`config.mk`:
```
export PLATFORM = sky130hd
export DESIGN_NAME = serial_frame_rx_ctrl_flat
export DESIGN_NICKNAME = d
export VERILOG_FILES = /design/src/rtl/serial_frame_rx_ctrl_if.sv /design/src/rtl/serial_frame_rx_ctrl.sv /design/src/flat_wrapper.sv
export SDC_FILE = /design/constraint.sdc
export NUM_CORES = 1
export LEC_CHECK = 0
export ABC_AREA = 1
export CAP_MARGIN = 25
export CORE_UTILIZATION = 47
export DETAILED_ROUTE_END_ITERATION = 12
export GPL_ROUTABILITY_DRIVEN = 0
export HOLD_SLACK_MARGIN = 0.15
export PLACE_DENSITY = 0.76
export REMOVE_ABC_BUFFERS = 1
export SYNTH_ARGS = -nofsm -noshare
export SYNTH_HDL_FRONTEND = slang
export SYNTH_SLANG_ARGS = --single-unit
```
`constraint.sdc`:
```
create_clock -name clk -period 1.5 [get_ports clk]
set_input_delay 0.375 -clock clk [delete_from_list [all_inputs] [get_ports clk]]
set_output_delay 0.375 -clock clk [all_outputs]
set_load 0.005 [all_outputs]
```
`src/rtl/serial_frame_rx_ctrl_if.sv`:
```
// Handshake and data bundle for serial_frame_rx_ctrl.
// The consumer side drives master; the receiver itself binds to slave.
interface serial_frame_rx_ctrl_if #(
  parameter int WIDTH            = 8,
  parameter int FRAME_SIZE_WIDTH = 8
);
  logic                        enable;
  logic                        start;
  logic [FRAME_SIZE_WIDTH-1:0] framesize;
  logic                        serial;
  logic                        ack;
  logic [WIDTH-1:0]            parallel;
  logic [FRAME_SIZE_WIDTH-1:0] bit_count;
  logic                        busy;
  logic                        complete;
  logic                        timeout;

  modport master (
    output enable, start, framesize, serial, ack,
    input  parallel, bit_count, busy, complete, timeout
  );

  modport slave (
    input  enable, start, framesize, serial, ack,
    output parallel, bit_count, busy, complete, timeout
  );
endinterface

```
`src/rtl/serial_frame_rx_ctrl.sv`:
```
// Serial-to-parallel frame receiver: arm, wait for start bit, shift framesize bits, hold until ack.
// Optional start-bit timeout is compiled in with `define RX_TIMEOUT_EN.
module serial_frame_rx_ctrl #(
  parameter int WIDTH            = 8,
  parameter int FRAME_SIZE_WIDTH = 8,
  parameter int TIMEOUT_CYCLES   = 64
) (
  input logic                  clk,
  input logic                  rst,
  serial_frame_rx_ctrl_if.slave bus
);

  localparam logic [1:0] IDLE       = 2'd0;
  localparam logic [1:0] WAIT_START = 2'd1;
  localparam logic [1:0] RECEIVE    = 2'd2;
  localparam logic [1:0] DONE       = 2'd3;

  if (TIMEOUT_CYCLES < 1) begin : g_timeout_check
    $error("TIMEOUT_CYCLES must be at least 1");
  end

  logic [1:0]                  state;
  logic [WIDTH-1:0]            parallel_q;
  logic [FRAME_SIZE_WIDTH-1:0] count_q;
  logic [FRAME_SIZE_WIDTH-1:0] size_q;
  logic                        busy_q;
  logic                        complete_q;
  logic                        timeout_q;

`ifdef RX_TIMEOUT_EN
  localparam int TW = $clog2(TIMEOUT_CYCLES + 1);
  logic [TW-1:0] wait_cnt;
`endif

  assign bus.parallel  = parallel_q;
  assign bus.bit_count = count_q;
  assign bus.busy      = busy_q;
  assign bus.complete  = complete_q;
  assign bus.timeout   = timeout_q;

  always_ff @(posedge clk or posedge rst) begin
    if (rst) begin
      state      <= IDLE;
      parallel_q <= '0;
      count_q    <= '0;
      size_q     <= '0;
      busy_q     <= 1'b0;
      complete_q <= 1'b0;
      timeout_q  <= 1'b0;
`ifdef RX_TIMEOUT_EN
      wait_cnt   <= '0;
`endif
    end else begin
      timeout_q <= 1'b0;
      case (state)
        IDLE: begin
          if (bus.enable && bus.start && (bus.framesize != '0)) begin
            size_q  <= bus.framesize;
            count_q <= '0;
            busy_q  <= 1'b1;
            state   <= WAIT_START;
`ifdef RX_TIMEOUT_EN
            wait_cnt <= '0;
`endif
          end
        end
        WAIT_START: begin
          // Only a clean 0 counts as a start bit; 1/X/Z keep waiting.
          if (!bus.enable) begin
            state   <= IDLE;
            busy_q  <= 1'b0;
            count_q <= '0;
          end else if (bus.serial == 1'b0) begin
            state <= RECEIVE;
`ifdef RX_TIMEOUT_EN
          end else if (wait_cnt == TW'(TIMEOUT_CYCLES - 1)) begin
            state     <= IDLE;
            busy_q    <= 1'b0;
            timeout_q <= 1'b1;
          end else begin
            wait_cnt <= wait_cnt + 1'b1;
`endif
          end
        end
        RECEIVE: begin
          if (!bus.enable) begin
            state   <= IDLE;
            busy_q  <= 1'b0;
            count_q <= '0;
          end else begin
            parallel_q <= {parallel_q[WIDTH-2:0], bus.serial};
            count_q    <= count_q + 1'b1;
            if (count_q == size_q - 1'b1) begin
              state      <= DONE;
              complete_q <= 1'b1;
            end
          end
        end
        default: begin
          if (!bus.enable) begin
            state      <= IDLE;
            busy_q     <= 1'b0;
            complete_q <= 1'b0;
            count_q    <= '0;
          end else if (bus.ack) begin
            state      <= IDLE;
            busy_q     <= 1'b0;
            complete_q <= 1'b0;
          end
        end
      endcase
    end
  end

endmodule
```
`src/flat_wrapper.sv`:
```
// flat-port wrapper written by rule: the top's interface ports become plain ports
module serial_frame_rx_ctrl_flat 
#(
  parameter int WIDTH            = 8,
  parameter int FRAME_SIZE_WIDTH = 8,
  parameter int TIMEOUT_CYCLES   = 64
)
  (clk, rst, bus_enable, bus_start, bus_framesize, bus_serial, bus_ack, bus_parallel, bus_bit_count, bus_busy, bus_complete, bus_timeout);
  serial_frame_rx_ctrl_if #(.WIDTH(WIDTH), .FRAME_SIZE_WIDTH(FRAME_SIZE_WIDTH)) bus_i ();
  input logic clk;
  input logic rst;
  input wire logic [$bits(bus_i.enable)-1:0] bus_enable;
  input wire logic [$bits(bus_i.start)-1:0] bus_start;
  input wire logic [$bits(bus_i.framesize)-1:0] bus_framesize;
  input wire logic [$bits(bus_i.serial)-1:0] bus_serial;
  input wire logic [$bits(bus_i.ack)-1:0] bus_ack;
  output wire logic [$bits(bus_i.parallel)-1:0] bus_parallel;
  output wire logic [$bits(bus_i.bit_count)-1:0] bus_bit_count;
  output wire logic [$bits(bus_i.busy)-1:0] bus_busy;
  output wire logic [$bits(bus_i.complete)-1:0] bus_complete;
  output wire logic [$bits(bus_i.timeout)-1:0] bus_timeout;
  assign bus_i.enable = bus_enable;
  assign bus_i.start = bus_start;
  assign bus_i.framesize = bus_framesize;
  assign bus_i.serial = bus_serial;
  assign bus_i.ack = bus_ack;
  assign bus_parallel = bus_i.parallel;
  assign bus_bit_count = bus_i.bit_count;
  assign bus_busy = bus_i.busy;
  assign bus_complete = bus_i.complete;
  assign bus_timeout = bus_i.timeout;
  serial_frame_rx_ctrl #(.WIDTH(WIDTH), .FRAME_SIZE_WIDTH(FRAME_SIZE_WIDTH), .TIMEOUT_CYCLES(TIMEOUT_CYCLES)) u_core (.clk(clk), .rst(rst), .bus(bus_i));
endmodule
```
==> results.cfg <==
[status]
status = finished with violations
violations = setup timing

[drt]
wl_met1_mm = 2.21
wl_met2_mm = 2.76
route.vias.total = 1982
wl_met3_um = 220
viasPerCell = 5.03
wl_mm = 5.27
first_pass_iters = 4
first_iter_violations = 133
postRouteAntennaNets = 0
highest_layer = met4
wl_per_cell_um = 13.4
remaining_drc_errors = 0

[placement]
io_buffers = 31
placed_cell_area_mm2 = 0.00241
hpwl_mm = 3.19

[clocking]
htreeDepth = 1
cts_buffer_depth = 2
cts_tree = done
cts_buffers = 3
cts.sinks = 28
clk_pin_slew_ns = 0.10
clk_latency_ns = 0.28
clockRootBuffer = clkbuf_8

[power_and_ir_drop]
switchingPower_mw = 1.74
p_seq_share_pct = 28.2
vdd_ir_drop_max_mv = 1.02
p_int_mw = 2.57
power_frac_comb_pct = 60.8
p_leak_nw = 1.56
p_per_area_mw_per_mm2 = 1500
p_clk_share_pct = 11.0
p_sw_share_pct = 40.5

[timing]
fin_ws_ns = -0.176
fin_crit_sh_pct = 112
rsz0062_at_grt = yes
period_minus_slack_ns = 1.68
finalSetupTns_ns = -0.507
slew_violations = 0
finalSetupViolations = 4
fmax_mhz = 597
clock_skew_ns = 0.00271
timing.final.hold_violations = 0

[cells_and_area]
fill_cells = 208
area_growth_pct = 65.6
ff_latch_area_um2 = 703
final_cell_mix = 75 x buf_4, 66 x nand2_1, 26 x dfrtp_1, 25 x dlygate4sd2_1, 24 x inv_1
fin_nets = 369
utilization_pct = 83.5
finish.instance_area_mm2 = 0.00287
drive_gt1_share_pct = 38.8
diodes = 0
final_common_cell = buf_4
multiInputGateArea_um2 = 980

[die]
core-area_mm2 = 0.00344
die_y_um = 62.8
start_util_pct = 50.4
die_area_mm2 = 0.00394
die_x_um = 62.8
std_cell_rows = 21
ios = 33

[worst_setup_path]
crit_required_ns = 1.67
start_kind = flip-flop
crit_arrival_ns = 1.85
critical_path_class = reg2reg
timing.rr.start = u_core.size_q[2]$_DFFE_PP0P_
critPathLaunch = u_core.size_q[2]$_DFFE_PP0P_
reg2reg_depth = 12
crit_fanout = 5
cp-end-kind = flip-flop

[synth]
synthAdderAreaFrac_pct = 4.33
synthesis.area_mm2 = 0.00174
synth_compound_area_share_pct = 11.2
ys_seq_area_share_pct = 40.4
ys_types = 23
synth_xor_area_share_pct = 3.53
synth_top_family_by_area = simple AND/OR/NAND/NOR gates
avgSynthCellArea_um2 = 7.29
ys_ff_latch = 28
synth.area.mux_share_pct = 0
synth_warnings = 0
syn_inst = 238
synth_simple_gate_area_share_pct = 29.9

[grt]
grt_overflow = 0
antenna_found_initial = 0
grt_usage_pct = 27.8
grt_first_pass_wirelength_mm = 8.61
grt_pass1_vias = 1985
grt_start_max_net_pins = 29

[hold_path]
hold_path_class = in2async

[job]
maxCapViolCount = 0
## routing by layer
layer  vias up  track usage (%)
met2        60             51.8
li1        977                -
met5         -                0
met3        12             3.47
met1       933             32.8
met4         0             9.01
## sequential cells by signal (all words and copies together), names as in the netlist
name and flops:
u_core.bus.bit_count 8, u_core.bus.busy 1, u_core.bus.complete 1, u_core.bus.parallel 8, u_core.size_q 8, u_core.state 2
## stage by stage
stage	hold slack, ns	setup WS [ns]	std cells	total power [mW]
floorplan	0.440	-0.103	232	2.24
global placement	0.468	-0.431	353	3.17
finish	0.439	-0.176	394	4.31
detailed placement	0.470	-0.464	353	3.23
CTS	0.452	-0.148	385	4.01
global route	0.468	-0.296	394	4.64
## power groups by stage
stage / clock network [mW] / registers, mW / logic (mW)
after floorplan: 0 / 1.20 / 1.05
final: 0.476 / 1.22 / 2.62
after CTS: 0.480 / 1.19 / 2.34
after global routing: 0.512 / 1.25 / 2.88
after global placement: 0 / 1.21 / 1.96
after detailed placement: 0 / 1.22 / 2.01
## path summary, 6_finish.rpt
| check | slack, ns | to |
|---|---|---|
| setup / recovery | -0.18 | u_core.state[1]$_DFFE_PP0P_ |
| hold / removal | 0.44 | u_core.size_q[0]$_DFFE_PP0P_ |
| setup reg to reg | -0.18 | u_core.state[1]$_DFFE_PP0P_ |
| hold reg to reg | 0.49 | u_core.bus.parallel[7]$_DFFE_PP0P_ |
| max in group asynchronous | 0.89 | u_core.bus.bit_count[3]$_DFFE_PP0P_ |
| min in group clk | 0.46 | u_core.size_q[0]$_DFFE_PP0P_ |
## cells by family (layout without fill, tap and decap cells)
group	count (synthesis)	count (layout)
DFF	28	28
AOI/OAI and AO/OA	31	31
and+or+nand+nor	123	123
adders and majority gates	6	6
buffers and inverters	42	152
xor gates and xnor gates	7	7
other	1	1
## timing repair
item / in CTS / in global routing
setup endpoints to repair: 38 / 20
cloned: 1 / 0
hold buffers: 0 / 0
buffers inserted: 27 / 10
pin swaps: 12 / 18
resized for setup: 48 / 34
## layout make-up
cell class / instances / share of cell area, %
Timing Repair Buffer: 112 / 32.7
Sequential cell: 28 / 24.5
Inverter: 36 / 4.79
Clock buffer: 4 / 1.92
Multi-Input combinational cell: 168 / 34.1
Tap cell: 46 / 2.00
## synth_stat cells (all sizes together)
library cell  instances  area (um2)
nand3                18        90.1
ha                    6        75.1
a21oi                 7        42.5
o21ai                22         136
nor3                  4        25.0
o21bai                1        7.51
a2bb2oi               1        8.76
xnor2                 1        8.76
nand4                 8        50.1
buf                   4        37.5
xor2                  6        52.6
clkbuf                2        7.51
dfrtp                28         701
nand2                74         278
inv                  36         135
conb                  1        3.75
nor2                 17        63.8
or2                   2        12.5
## critical path: stages, from the launching register on
cell and delay, ns:
dfrtp_1 0.47, nor2_2 0.21, nand2_1 0.14, inv_1 0.08, nand2_1 0.05, nand3_1 0.08, nand2_1 0.07, nor2_2 0.14
nand2_2 0.06, nand2_2 0.09, nand2_2 0.06, nand2_1 0.07, nand2_1 0.05
No activity file was read; power rests on OpenSTA's default activity.
